File: src/rtl/conv2_fetch_pkg.sv
// conv2_fetch_pkg
//   Shared types and constants for the conv2 kernel weight fetch block.
//   - ADDR_W / DATA_W : default ROM address and word widths
//   - SKID_DEPTH      : beats held between the ROM and the MAC array
//   - fetch_state_e   : fetch sequencer states
//   - beat_t          : one 2-word beat plus its tags
package conv2_fetch_pkg;

    localparam int unsigned ADDR_W     = 8;
    localparam int unsigned DATA_W     = 16;
    localparam int unsigned SKID_DEPTH = 2;

    typedef enum logic [1:0] {
        IDLE  = 2'd0,
        FETCH = 2'd1,
        DRAIN = 2'd2
    } fetch_state_e;

    typedef struct packed {
        logic [DATA_W-1:0] data0;
        logic [DATA_W-1:0] data1;
        logic              data1_vld;
        logic              last;
    } beat_t;

endpackage

File: src/rtl/conv2_fetch_skid.sv
// conv2_fetch_skid
//   Two-entry FIFO of beats between the ROM read port and the weight stream.
//   Entry 0 is always the head, so the head outputs come straight from a
//   register and only change on a pop or on a push into an empty buffer.
// Ports
//   clock, reset_n  : clock, asynchronous active-low reset
//   push_i          : write push_beat_i this cycle
//   push_beat_i     : beat to write
//   pop_i           : head consumed this cycle (ignored when empty)
//   head_o          : oldest beat held
//   count_o         : number of beats held (0..2)
module conv2_fetch_skid
    import conv2_fetch_pkg::*;
(
    input  logic       clock,
    input  logic       reset_n,
    input  logic       push_i,
    input  beat_t      push_beat_i,
    input  logic       pop_i,
    output beat_t      head_o,
    output logic [1:0] count_o
);

    beat_t      e0_q, e0_d;
    beat_t      e1_q, e1_d;
    logic [1:0] count_q, count_d;
    logic       pop;

    // The fetch credit rule keeps push from ever arriving with two entries
    // held and no pop in the same cycle.
    always_comb begin
        e0_d    = e0_q;
        e1_d    = e1_q;
        count_d = count_q;
        pop     = pop_i && (count_q != 2'd0);
        case ({push_i, pop})
            2'b10: begin
                if (count_q == 2'd0) begin
                    e0_d = push_beat_i;
                end else begin
                    e1_d = push_beat_i;
                end
                count_d = count_q + 2'd1;
            end
            2'b01: begin
                e0_d    = e1_q;
                count_d = count_q - 2'd1;
            end
            2'b11: begin
                if (count_q == 2'd1) begin
                    e0_d = push_beat_i;
                end else begin
                    e0_d = e1_q;
                    e1_d = push_beat_i;
                end
            end
            default: ;
        endcase
    end

    always_ff @(posedge clock or negedge reset_n) begin
        if (!reset_n) begin
            e0_q    <= '0;
            e1_q    <= '0;
            count_q <= '0;
        end else begin
            e0_q    <= e0_d;
            e1_q    <= e1_d;
            count_q <= count_d;
        end
    end

    assign head_o  = e0_q;
    assign count_o = count_q;

endmodule

File: src/rtl/conv2_kernel_fetch.sv
// conv2_kernel_fetch
//   Reads KERNEL_LEN consecutive weights from the dual-port conv2 kernel ROM
//   (1-cycle registered read) starting at base_addr and streams them as
//   2-word beats to the MAC array over valid/ready.
// Ports
//   clock, reset_n         : clock, asynchronous active-low reset
//   start, base_addr       : fetch request (sampled in IDLE) and first address
//   busy, done             : fetch in progress / 1-cycle completion pulse
//   rom_addr_a, rom_addr_b : ROM addresses of the even / odd word of a pair
//   rom_q_a, rom_q_b       : ROM read data, valid the cycle after the address
//   w_valid, w_ready       : beat handshake
//   w_data0, w_data1       : words at pair address +0 / +1
//   w_data1_vld            : low only on the short final beat of an odd kernel
//   w_last                 : final beat of the kernel
module conv2_kernel_fetch
    import conv2_fetch_pkg::*;
#(
    parameter int unsigned ADDR_W     = conv2_fetch_pkg::ADDR_W,
    parameter int unsigned DATA_W     = conv2_fetch_pkg::DATA_W,
    parameter int unsigned KERNEL_LEN = 25
) (
    input  logic              clock,
    input  logic              reset_n,
    input  logic              start,
    input  logic [ADDR_W-1:0] base_addr,
    output logic              busy,
    output logic              done,
    output logic [ADDR_W-1:0] rom_addr_a,
    output logic [ADDR_W-1:0] rom_addr_b,
    input  logic [DATA_W-1:0] rom_q_a,
    input  logic [DATA_W-1:0] rom_q_b,
    output logic              w_valid,
    input  logic              w_ready,
    output logic [DATA_W-1:0] w_data0,
    output logic [DATA_W-1:0] w_data1,
    output logic              w_data1_vld,
    output logic              w_last
);

    // One extra bit so a full 2**ADDR_W kernel length fits.
    localparam int unsigned       REM_W = ADDR_W + 1;
    localparam logic [REM_W-1:0]  LEN   = REM_W'(KERNEL_LEN);
    localparam logic [REM_W-1:0]  TWO   = REM_W'(2);

    fetch_state_e      state_q, state_d;
    logic [ADDR_W-1:0] cur_q, cur_d;
    logic [REM_W-1:0]  rem_q, rem_d;
    logic [ADDR_W-1:0] addr_a_q, addr_a_d;
    logic [ADDR_W-1:0] addr_b_q, addr_b_d;
    logic              infl_q, infl_d;
    logic              infl_vld1_q, infl_vld1_d;
    logic              infl_last_q, infl_last_d;
    logic              busy_q, busy_d;
    logic              done_q, done_d;

    logic              accept;
    logic              start_ok;
    logic              issue;
    logic [2:0]        occ;
    logic [ADDR_W-1:0] pair_addr;
    logic [REM_W-1:0]  words;
    logic              pair_vld1;
    logic              pair_last;

    beat_t             cap_beat;
    beat_t             head;
    logic [1:0]        count;

    // Issue decision. The start cycle itself issues the first pair so the
    // first beat is valid two cycles after start. A beat leaving this cycle
    // frees its slot in time for the pair issued now, which is what allows
    // one beat per cycle with only two buffer entries.
    always_comb begin
        accept    = w_valid && w_ready;
        occ       = 3'(count) + 3'(infl_q) - 3'(accept);
        start_ok  = (state_q == IDLE) && start;
        issue     = start_ok || ((state_q == FETCH) && (occ < 3'(SKID_DEPTH)));
        pair_addr = start_ok ? base_addr : cur_q;
        words     = start_ok ? LEN : rem_q;
        pair_vld1 = (words >= TWO);
        pair_last = (words <= TWO);
    end

    // The ROM registers its address at the end of the issue cycle, so the
    // issued address is presented combinationally; otherwise hold the last.
    assign rom_addr_a = issue ? pair_addr : addr_a_q;
    assign rom_addr_b = issue ? (pair_addr + ADDR_W'(1)) : addr_b_q;

    always_comb begin
        state_d     = state_q;
        cur_d       = cur_q;
        rem_d       = rem_q;
        addr_a_d    = addr_a_q;
        addr_b_d    = addr_b_q;
        infl_d      = issue;
        infl_vld1_d = infl_vld1_q;
        infl_last_d = infl_last_q;
        done_d      = 1'b0;

        if (issue) begin
            cur_d       = pair_addr + ADDR_W'(2);
            rem_d       = pair_last ? '0 : (words - TWO);
            addr_a_d    = pair_addr;
            addr_b_d    = pair_addr + ADDR_W'(1);
            infl_vld1_d = pair_vld1;
            infl_last_d = pair_last;
        end

        case (state_q)
            IDLE: begin
                if (start_ok) begin
                    state_d = pair_last ? DRAIN : FETCH;
                end
            end
            FETCH: begin
                if (issue && pair_last) begin
                    state_d = DRAIN;
                end
            end
            DRAIN: begin
                if (accept && head.last) begin
                    state_d = IDLE;
                    done_d  = 1'b1;
                end
            end
            default: state_d = IDLE;
        endcase

        busy_d = (state_d != IDLE);
    end

    always_ff @(posedge clock or negedge reset_n) begin
        if (!reset_n) begin
            state_q     <= IDLE;
            cur_q       <= '0;
            rem_q       <= '0;
            addr_a_q    <= '0;
            addr_b_q    <= '0;
            infl_q      <= 1'b0;
            infl_vld1_q <= 1'b0;
            infl_last_q <= 1'b0;
            busy_q      <= 1'b0;
            done_q      <= 1'b0;
        end else begin
            state_q     <= state_d;
            cur_q       <= cur_d;
            rem_q       <= rem_d;
            addr_a_q    <= addr_a_d;
            addr_b_q    <= addr_b_d;
            infl_q      <= infl_d;
            infl_vld1_q <= infl_vld1_d;
            infl_last_q <= infl_last_d;
            busy_q      <= busy_d;
            done_q      <= done_d;
        end
    end

    // Capture the pair read last cycle; the odd word of a short final pair
    // is dropped to zero.
    always_comb begin
        cap_beat.data0     = rom_q_a;
        cap_beat.data1     = infl_vld1_q ? rom_q_b : '0;
        cap_beat.data1_vld = infl_vld1_q;
        cap_beat.last      = infl_last_q;
    end

    conv2_fetch_skid u_skid (
        .clock       (clock),
        .reset_n     (reset_n),
        .push_i      (infl_q),
        .push_beat_i (cap_beat),
        .pop_i       (accept),
        .head_o      (head),
        .count_o     (count)
    );

    assign w_valid     = (count != 2'd0);
    assign w_data0     = head.data0;
    assign w_data1     = head.data1;
    assign w_data1_vld = w_valid && head.data1_vld;
    assign w_last      = w_valid && head.last;
    assign busy        = busy_q;
    assign done        = done_q;

endmodule

File: config.mk
export PLATFORM = sky130hd
export DESIGN_NAME = conv2_kernel_fetch
export DESIGN_NICKNAME = d
export VERILOG_FILES = /design/src/rtl/conv2_fetch_pkg.sv /design/src/rtl/conv2_fetch_skid.sv /design/src/rtl/conv2_kernel_fetch.sv
export SDC_FILE = /design/constraint.sdc
export NUM_CORES = 1
export LEC_CHECK = 0
export CAP_MARGIN = 25
export CORE_ASPECT_RATIO = 1.4
export CORE_MARGIN = 5
export CORE_UTILIZATION = 35
export CTS_BUF_LIST = sky130_fd_sc_hd__clkbuf_16
export DETAILED_ROUTE_END_ITERATION = 7
export GPL_ROUTABILITY_DRIVEN = 1
export SLEW_MARGIN = 10
export SYNTH_ARGS = -nofsm -noshare
export SYNTH_HDL_FRONTEND = slang
export SYNTH_SLANG_ARGS = --single-unit
export TNS_END_PERCENT = 1
File: constraint.sdc
create_clock -name clock -period 9.1 [get_ports clock]
set_input_delay 0.91 -clock clock [delete_from_list [all_inputs] [get_ports clock]]
set_output_delay 0.91 -clock clock [all_outputs]
set_load 0.02 [all_outputs]
---- Word-level counts from Yosys, hierarchy flattened ----
Cells that the tools add are included.
cells by class
  bitwise gates (word level) .............. 0
  multiplexer cells ....................... 20
  order comparisons ....................... 3
  divide/modulo/power cells ............... 0
  equality and inequality tests ........... 9
  reduce and logical (&&, ||, !) cells .... 18
  shifts and indexed selects .............. 0
  $add $sub $neg .......................... 7
  multipliers ............................. 0
operator list
  kind                 number
  $mux 34              4
  $pmux 34 s3          1
  $pmux 34 s2          1
  $mux 8               3
  $mux 9               2
  $mux 16              1
  $ge 9x2->1 const B   1
  $le 9x2->1 const B   1
  $sub 9x2->9 const B  1
  $add 8x1->8 const B  1
  $add 8x2->8 const B  1
  $logic_and 1x1->1    8
  $mux 2               4
  $reduce_bool 2->1    4
  $eq 2x1->1 const B   3
  $eq 2x2->1 const B   3
  $pmux 2 s3           1
  $logic_not 2->1      2
  $ne 2x2->1 const B   2
  $pmux 2 s2           1
  $add 2x1->3          1
  $lt 3x2->1 const B   1
  $reduce_and 3->1     1
  $reduce_bool 3->1    1
  7 further kinds      8
storage, ports and cells
  latch bits .............................. 0
  memory bits (read-only) ................. 0
  bits in writable memories ............... 0
  memories kept ........................... 0
  flip-flop bits (word level) ............. 110
  word-level logic and storage cells ...... 76
  bits of input ports ..................... 44
  output and inout port bits .............. 53

---- Depth between registers and ports, before layout ----
Gate-level depths: netlist of the first run.
  word-level depth ........................ 10
  mapped depth ............................ 13

---- Cells and area by module ----
Synthesis of the first run repeated with hierarchy kept, for this count alone.
unflattened totals
  cell total of the unflattened synthesis .. 546
  area total of the unflattened synthesis .. 5597.9 sq um
modules (own cells, without submodules)
  module              times used  cells an instance  sequential area each (sq um)  area an instance (sq um)
  conv2_fetch_skid    1           288                1751.7                        3285.7
  conv2_kernel_fetch  1           258                1001.0                        2312.2

---- Least setup slack after synthesis of the first run ----
No wires, ideal clock.
  path type ............................... input port to output port
  from .................................... in w_ready
  to ...................................... out rom_addr_b[4]
  stages on the path ...................... 10
  data arrival time ....................... 3392 ps
  slack ................................... 4798 ps
  required time ........................... 8190 ps
  path through ............................ nor2b_1 inv_1 nor2_1 o21ai_0 fa_1 and3b_1 a21oi_1 buf_2 or2_0 o311ai_1
between the ends
  word-level cells in the longest chain between the ends .. 6
ends and longest elaborated chain
  what                RTL line                  text
  start: declaration  conv2_kernel_fetch.sv:33  input logic w_ready,
  $logic_and 1x1->1   conv2_kernel_fetch.sv:74  accept = w_valid && w_ready;
  $sub 3x1->3         conv2_kernel_fetch.sv:75  occ = 3'(count) + 3'(infl_q) - 3'(accept);
  $lt 3x2->1          conv2_kernel_fetch.sv:77  issue = start_ok || ((state_q == FETCH) && (occ < 3'(SKID_DEPTH)));
  $logic_and 1x1->1   conv2_kernel_fetch.sv:77
  $logic_or 1x1->1    conv2_kernel_fetch.sv:77
  $mux 8              --
  end: declaration    conv2_kernel_fetch.sv:29  output logic [ADDR_W-1:0] rom_addr_b,
Every way passes these cells.

---- Final worst setup path of the first run ----
  from .................................... in w_ready
  to ...................................... out rom_addr_b[3]
Same word-level chain as after synthesis.

==> run_results.csv, run 1 <==
group,metric,value,unit
flow_run,maxCapViolCount,0,
synth,ys_seq_area_frac,0.510,
cts,post-cts-setup-buffers,0,
synth,syn_area_per_cell,9.92,um2
timing,fin_crit,5690,ps
setup_path,cpMostUsedCell,"clkdlybuf4s50_1",
cells_and_area,antennaDiodeCount,0,
pwr,power_density,400,mW/mm2
cts,clock_path_buffers,2,
timing,setup_tns,0,ps
timing,maxSlewHeadroom,0.358,
global_routing,grt_use_met1,0.172,
setup_path,crit_path_cell_trace,"clkdlybuf4s50_1, nor2b_1, inv_1, nor2_1, o21ai_0, fa_1, and3b_1, a21oi_2, buf_4, inv_2, and4_1, a221o_1, clkdlybuf4s50_1",
cells_and_area,num-fill-cells,1521,
global_routing,top_usage_layer,"met2",
global_routing,gr-usage-met2,0.247,
die,die_area,0.0180,mm2
setup_path,r2r_cells,13,
placed_design,hpwlAfterDp,8590,um
timing,tightest_slew,961,ps
pwr,leakagePower,2.82,nW
global_routing,gr-usage-met3,0.0308,
placed_design,dp_slack,3450,ps
timing,rsz0062_at_grt,"no",
global_routing,first_global_vias,4154,
worst_hold_path,hold_depth,1,
synth,synth_cell_types,56,
timing,fin_crit_sh,0.625,
timing,drv_slew,0,
cts,clkLatencyLatePin,350,ps
worst_hold_path,hp-class,"flop to flop",
drt,drt_iter0_drc,203,
global_routing,grt_overflow,0,
timing,setup_slack,3410,ps
die,initial_core_util,0.357,
setup_path,critPathSlowestCell,"clkdlybuf4s50_1",
global_routing,grt_pass1_wl,20700,um
synth,synthCells,544,
drt,ant_nets,0,
setup_path,required,8190,ps
die,die_w,115,um
synth,ys.flop_type,"dfrtp_1",
cts,cts_root_buf,"clkbuf_16",
setup_path,critPathKind,"input port to primary output",
cts,tritoncts,"done",
die,core,0.0151,mm2
cts,cts_num_sinks,110,
global_routing,grt_max_degree,69,
pwr,ir_worst_vdd,0.000322,V
global_routing,grtUsageTotal,0.142,
cells_and_area,area_growth_syn_to_layout,22.8,%
die,io_pins,97,
cells_and_area,drive_above_1_share,0.0870,
run_status,status,"finished, final reports clean",
global_routing,antenna_found_initial,0,
timing,fmax,0.176,GHz
synth,synth_warnings,0,
setup_path,cp-start-kind,"input port",
setup_path,arrival,4780,ps
die,die_height,157,um
placed_design,io_buffer_count,96,
setup_path,crit_fanout,29,
setup_path,cp-end-kind,"primary output",
setup_path,slowest_delay,550,ps
drt,num_vias,4050,
timing,setup_violations,0,
drt,vias_per_cell,5.13,
synth,async_flop_share,1.00,
synth,synth_edf_count,0,
synth,synth.ff_latch_count,110,
cells_and_area,layout.nets,646,
timing,hold_violations,0,
cts,cts_made_buffers,9,
die,rows,53,
drt,drt-wirelength-per-cell,15.8,um
cts,cts_resized,0,
synth,syn_nets,597,
timing,skew,10.2,ps
cts,clk_pin_slew,80,ps
drt,firstDrtPassIters,4,
cts,cts_hold_buf,0,
drt,drc_errors,0,
drt,wl,12500,um
placed_design,gp_congestion,0.831,
synth,synth_area,0.00540,mm2
cts,htree_levels,3,
-- metrics by stage --
step                       util  std cells  power (mW)  cell area [um2]  hold slack [ps]
final                     0.438        790        2.65             6630              471
after global placement    0.416        773        2.24             6300              456
after detailed placement  0.416        773        2.27             6300              461
after CTS                 0.436        789        2.69             6600              480
after global routing      0.438        790        2.86             6630              502
after floorplan               -        544        1.81             5400              442
-- final cells by class --
class | count | area (um2) | area share
Sequential cell | 110 | 2750 | 0.415
Multi-Input combinational cell | 356 | 2250 | 0.340
Timing Repair Buffer | 103 | 1030 | 0.156
Tap cell | 192 | 240 | 0.0363
Clock buffer | 9 | 225 | 0.0340
Clock inverter | 7 | 77.6 | 0.0117
Inverter | 13 | 48.8 | 0.00736
-- synthesized netlist by cell type (8+ instances only) --
| master | n | area, um2 |
|---|---|---|
| buf_4 | 32 | 240 |
| clkbuf_1 | 21 | 78.8 |
| xor2_1 | 8 | 70.1 |
| a32oi_1 | 16 | 140 |
| inv_1 | 12 | 45.0 |
| mux2_2 | 19 | 214 |
| nand3_1 | 9 | 45.0 |
| dfrtp_1 | 110 | 2750 |
| nand2_1 | 107 | 402 |
| o21ai_1 | 12 | 60.1 |
| nor2_1 | 20 | 75.1 |
| ha_1 | 8 | 100 |
| buf_2 | 10 | 50.1 |
| o21ai_0 | 46 | 230 |
| a22oi_1 | 18 | 135 |
-- power by group --
| group | total (mW) | leakage, nW | internal, mW | switching, mW |
|---|---|---|---|---|
| sequential | 0.834 | 1.34 | 0.709 | 0.125 |
| clock | 0.408 | 0.147 | 0.217 | 0.191 |
| combinational | 1.41 | 1.33 | 0.599 | 0.812 |
-- registers in the layout, indices dropped and copies added, names as in the netlist --
name,count
u_skid.e1_q,34
u_skid.head_o,34
rem_q,9
addr_a_q,8
addr_b_q,8
cur_q,8
state_q,2
u_skid.count_o,2
busy,1
done,1
infl_last_q,1
infl_q,1
infl_vld1_q,1
-- cell usage in the layout (no fill, tap or decap), types with 2 or more instances in the layout --
| cell | netlist | final |
|---|---|---|
| xnor2_1 | 7 | 7 |
| nor2b_1 | 5 | 5 |
| nand3_1 | 9 | 9 |
| mux2_1 | 5 | 5 |
| a32oi_1 | 16 | 16 |
| o221ai_1 | 2 | 2 |
| a21oi_4 | 0 | 2 |
| inv_1 | 12 | 12 |
| and4_1 | 3 | 3 |
| nor3b_1 | 2 | 2 |
| xor2_1 | 8 | 8 |
| dfrtp_1 | 110 | 110 |
| nor3_1 | 4 | 4 |
| a31oi_1 | 6 | 6 |
| mux2_2 | 19 | 19 |
| a21oi_1 | 7 | 4 |
| o21ai_0 | 46 | 46 |
| buf_4 | 32 | 7 |
| nand2b_1 | 4 | 4 |
| nand2_1 | 107 | 107 |
| clkdlybuf4s50_1 | 0 | 95 |
| o2111ai_1 | 3 | 3 |
| nand3b_1 | 2 | 2 |
| a21o_1 | 3 | 3 |
| a22oi_1 | 18 | 18 |
| nand4_1 | 2 | 2 |
| nor4_1 | 2 | 2 |
| clkbuf_16 | 0 | 9 |
| mux2i_1 | 7 | 7 |
| o21ai_1 | 12 | 12 |
| nor2_1 | 20 | 20 |
| ha_1 | 8 | 8 |
| inv_6 | 0 | 4 |
| o311ai_1 | 3 | 3 |
| o211ai_1 | 4 | 4 |
| a221o_1 | 3 | 3 |
-- metal layers --
| layer | vias to the layer above | wire length, um |
|---|---|---|
| li1 | 1971 | - |
| met1 | 1944 | 5270 |
| met2 | 114 | 6270 |
| met3 | 21 | 663 |
| met4 | 0 | 277 |
| met5 | - | 0 |
-- path summary, 6_finish.rpt --
path	from	end	slack [ps]
min	addr_a_q[6]	addr_a_q[6]	470
max reg2reg	u_skid.count_o[1]	addr_b_q[3]	5310
max in group asynchronous	reset_n	rem_q[4]	7300
max	w_ready	rom_addr_b[3]	3410
min reg2reg	addr_a_q[6]	addr_a_q[6]	470
min in group asynchronous	reset_n	u_skid.head_o[7]	570
-- cell families (layout without fill, tap and decap cells) --
kind of cell,after synthesis,count (layout),synth area share
muxes,32,32,0.0656
and+or+nand+nor,171,171,0.143
buffers and inverters,78,132,0.0802
xor gates and xnor gates,15,15,0.0243
DFF,110,110,0.510
adders and majority gates,9,9,0.0223
AOI/OAI and AO/OA,129,129,0.155
-- worst max-delay path, delay by kind of cell --
| family | cells | cell delay [ps] |
|---|---|---|
| AO/OA/AOI/OAI | 3 | 550 |
| adder cells (fa/ha/maj) | 1 | 480 |
| buffers and inverters | 5 | 1700 |
| AND/OR/NAND/NOR | 4 | 1120 |
Power figures use the tool's default switching activity.
==> inputs of run 2 (changes only) <==
Clock period 9.1 ns to 4.7 ns, I/O delays scaled along.
==> run 2 against run 1 <==
Net effect: clock skew is 1.5 ps lower; cell area is 1.3% higher; hold slack worse by 450 ps; combinational power is 99% higher; largest cell class unchanged; flip-flop and latch count stayed put; critical path depth is 1 higher; global-route usage is 0.28 points lower; first-iteration DRC count is 0.49% higher; critical path type is now flop to primary output; largest power group unchanged; power is 94% higher.
==> run_results.csv, run 2 (synthesis results as in run 1) <==
group,metric,value,unit
run_status,status,"finished, final reports clean",
placed_design,place_inst,778,
cells_and_area,num-fill-cells,1466,
cts,htree_levels,3,
cells_and_area,antennaDiodeCount,0,
cts,clkLatencyLatePin,350,ps
pwr,ir_worst_vdd,0.000596,V
timing,drv_slew,0,
worst_hold_path,hp-class,"input port to async pin",
setup_path,r2r_start,"u_skid.count_o[1]",
drt,drt_iter0_drc,204,
global_routing,grt_pass1_wl,20500,um
die,io_pins,97,
timing,tightest_slew,959,ps
drt,ant_nets,0,
cells_and_area,stdcell_area,0.00671,mm2
drt,vias_per_cell,5.08,
drt,met2_length,6060,um
die,rows,53,
timing,setup_violations,0,
drt,wl_met1,5270,um
cells_and_area,drive_above_1_share,0.0977,
cts,cts_root_buf,"clkbuf_16",
cells_and_area,mostFrequentLayoutCells,"dfrtp_1 (110), nand2_1 (107), clkdlybuf4s50_1 (94)",
placed_design,place_area,0.00635,mm2
cells_and_area,layout_commonest_cell,"dfrtp_1",
timing,fmax,0.228,GHz
timing,maxSlewHeadroom,0.359,
global_routing,grtUsageTotal,0.139,
die,die_w,115,um
setup_path,arrival,3920,ps
cts,clock_path_buffers,2,
timing,fin_crit_sh,0.935,
setup_path,r2r_end,"cur_q[6]",
setup_path,required,4230,ps
die,die_area,0.0180,mm2
cts,cts_hold_buf,0,
global_routing,first_global_vias,4270,
global_routing,grt_max_degree,76,
drt,drc_errors,0,
cells_and_area,layout.nets,652,
timing,rsz0062_at_grt,"no",
die,initial_core_util,0.357,
timing,setup_tns,0,ps
pwr,power_density,768,mW/mm2
drt,wl,12100,um
setup_path,cp-start-kind,"flop",
cells_and_area,fin_cells,796,
setup_path,crit_fanout,10,
setup_path,critPathKind,"flop to primary output",
global_routing,grt_overflow,0,
cells_and_area,area_growth_syn_to_layout,24.4,%
setup_path,cp-end-kind,"primary output",
drt,maxUsedRoutingLayer,"met4",
setup_path,r2r_setup_slack,1570,ps
die,core,0.0151,mm2
drt,wl_met3,610,um
placed_design,io_buffer_count,96,
timing,fin_crit,4390,ps
die,die_height,157,um
drt,drt-wirelength-per-cell,15.3,um
cts,cts_made_buffers,9,
timing,skew,8.68,ps
global_routing,antenna_found_initial,0,
cts,tritoncts,"done",
placed_design,gp_congestion,0.823,
setup_path,r2r_cells,13,
drt,firstDrtPassIters,4,
drt,num_vias,4043,
placed_design,hpwlAfterDp,8400,um
cts,cts_num_sinks,110,
pwr,leakagePower,2.88,nW
cts,clk_pin_slew,80,ps
timing,hold_violations,0,
flow_run,maxCapViolCount,0,
run 2: metal layers:
layer	track usage	vias up
met4	0.0492	0
met1	0.172	1938
met5	0	-
li1	-	1991
met3	0.0273	15
met2	0.240	99
run 2: timing repair:
action                     in CTS  in global routing
setup endpoints to repair       0                  2
setup buffers                   0                  0
gates resized for setup         0                  2
run 2: critical path, stage by stage, from the launching register on:
cell	delay [ps]
dfrtp_1	460
inv_1	100
ha_1	280
nor2b_1	170
inv_1	80
nor2_1	160
o21ai_0	140
fa_1	520
and3b_1	250
a21oi_2	100
inv_2	140
buf_4	200
nor2_1	50
a211oi_1	250
clkdlybuf4s50_1	670
run 2: how the worst max path moves through the flow:
stage / end / slack, ps / cells past startpoint / from
6_report: rom_addr_b[5] / 310 / 14 / u_skid.count_o[1]
5_1_grt: rom_addr_b[5] / 40 / 14 / u_skid.count_o[1]
4_1_cts: rom_addr_b[4] / 160 / 13 / u_skid.count_o[1]
3_5_place_dp: rom_addr_b[4] / 420 / 12 / w_ready
3_3_place_gp: rom_addr_b[4] / 480 / 12 / w_ready
2_1_floorplan: rom_addr_b[4] / 1020 / 12 / u_skid.count_o[1]
run 2: where the power goes:
group          total [mW]  leakage, nW  switching, mW  internal, mW
Clock               0.754        0.147          0.376         0.378
Sequential           1.61         1.34          0.233          1.37
Combinational        2.80         1.39           1.58          1.22
run 2: area by class of cell:
| type | count | area (um2) | share of cell area |
|---|---|---|---|
| flip-flops and latches | 110 | 2750 | 0.410 |
| multi-input cells | 356 | 2250 | 0.336 |
| repair buffers | 109 | 1120 | 0.167 |
| well taps | 192 | 240 | 0.0358 |
| clock buffers | 9 | 225 | 0.0336 |
| clock inverters | 7 | 73.8 | 0.0110 |
| inverters | 13 | 48.8 | 0.00727 |
run 2: metrics by stage:
| stage | total power [mW] | utilization | setup WS (ps) | hold WS, ps |
|---|---|---|---|---|
| after global placement | 4.36 | 0.418 | 478 | 461 |
| final | 5.16 | 0.444 | 306 | 23.5 |
| after CTS | 5.23 | 0.440 | 157 | 298 |
| after floorplan | 3.50 | - | 1020 | 174 |
| after global routing | 5.58 | 0.444 | 41.5 | 45.1 |
| after detailed placement | 4.45 | 0.420 | 420 | 460 |
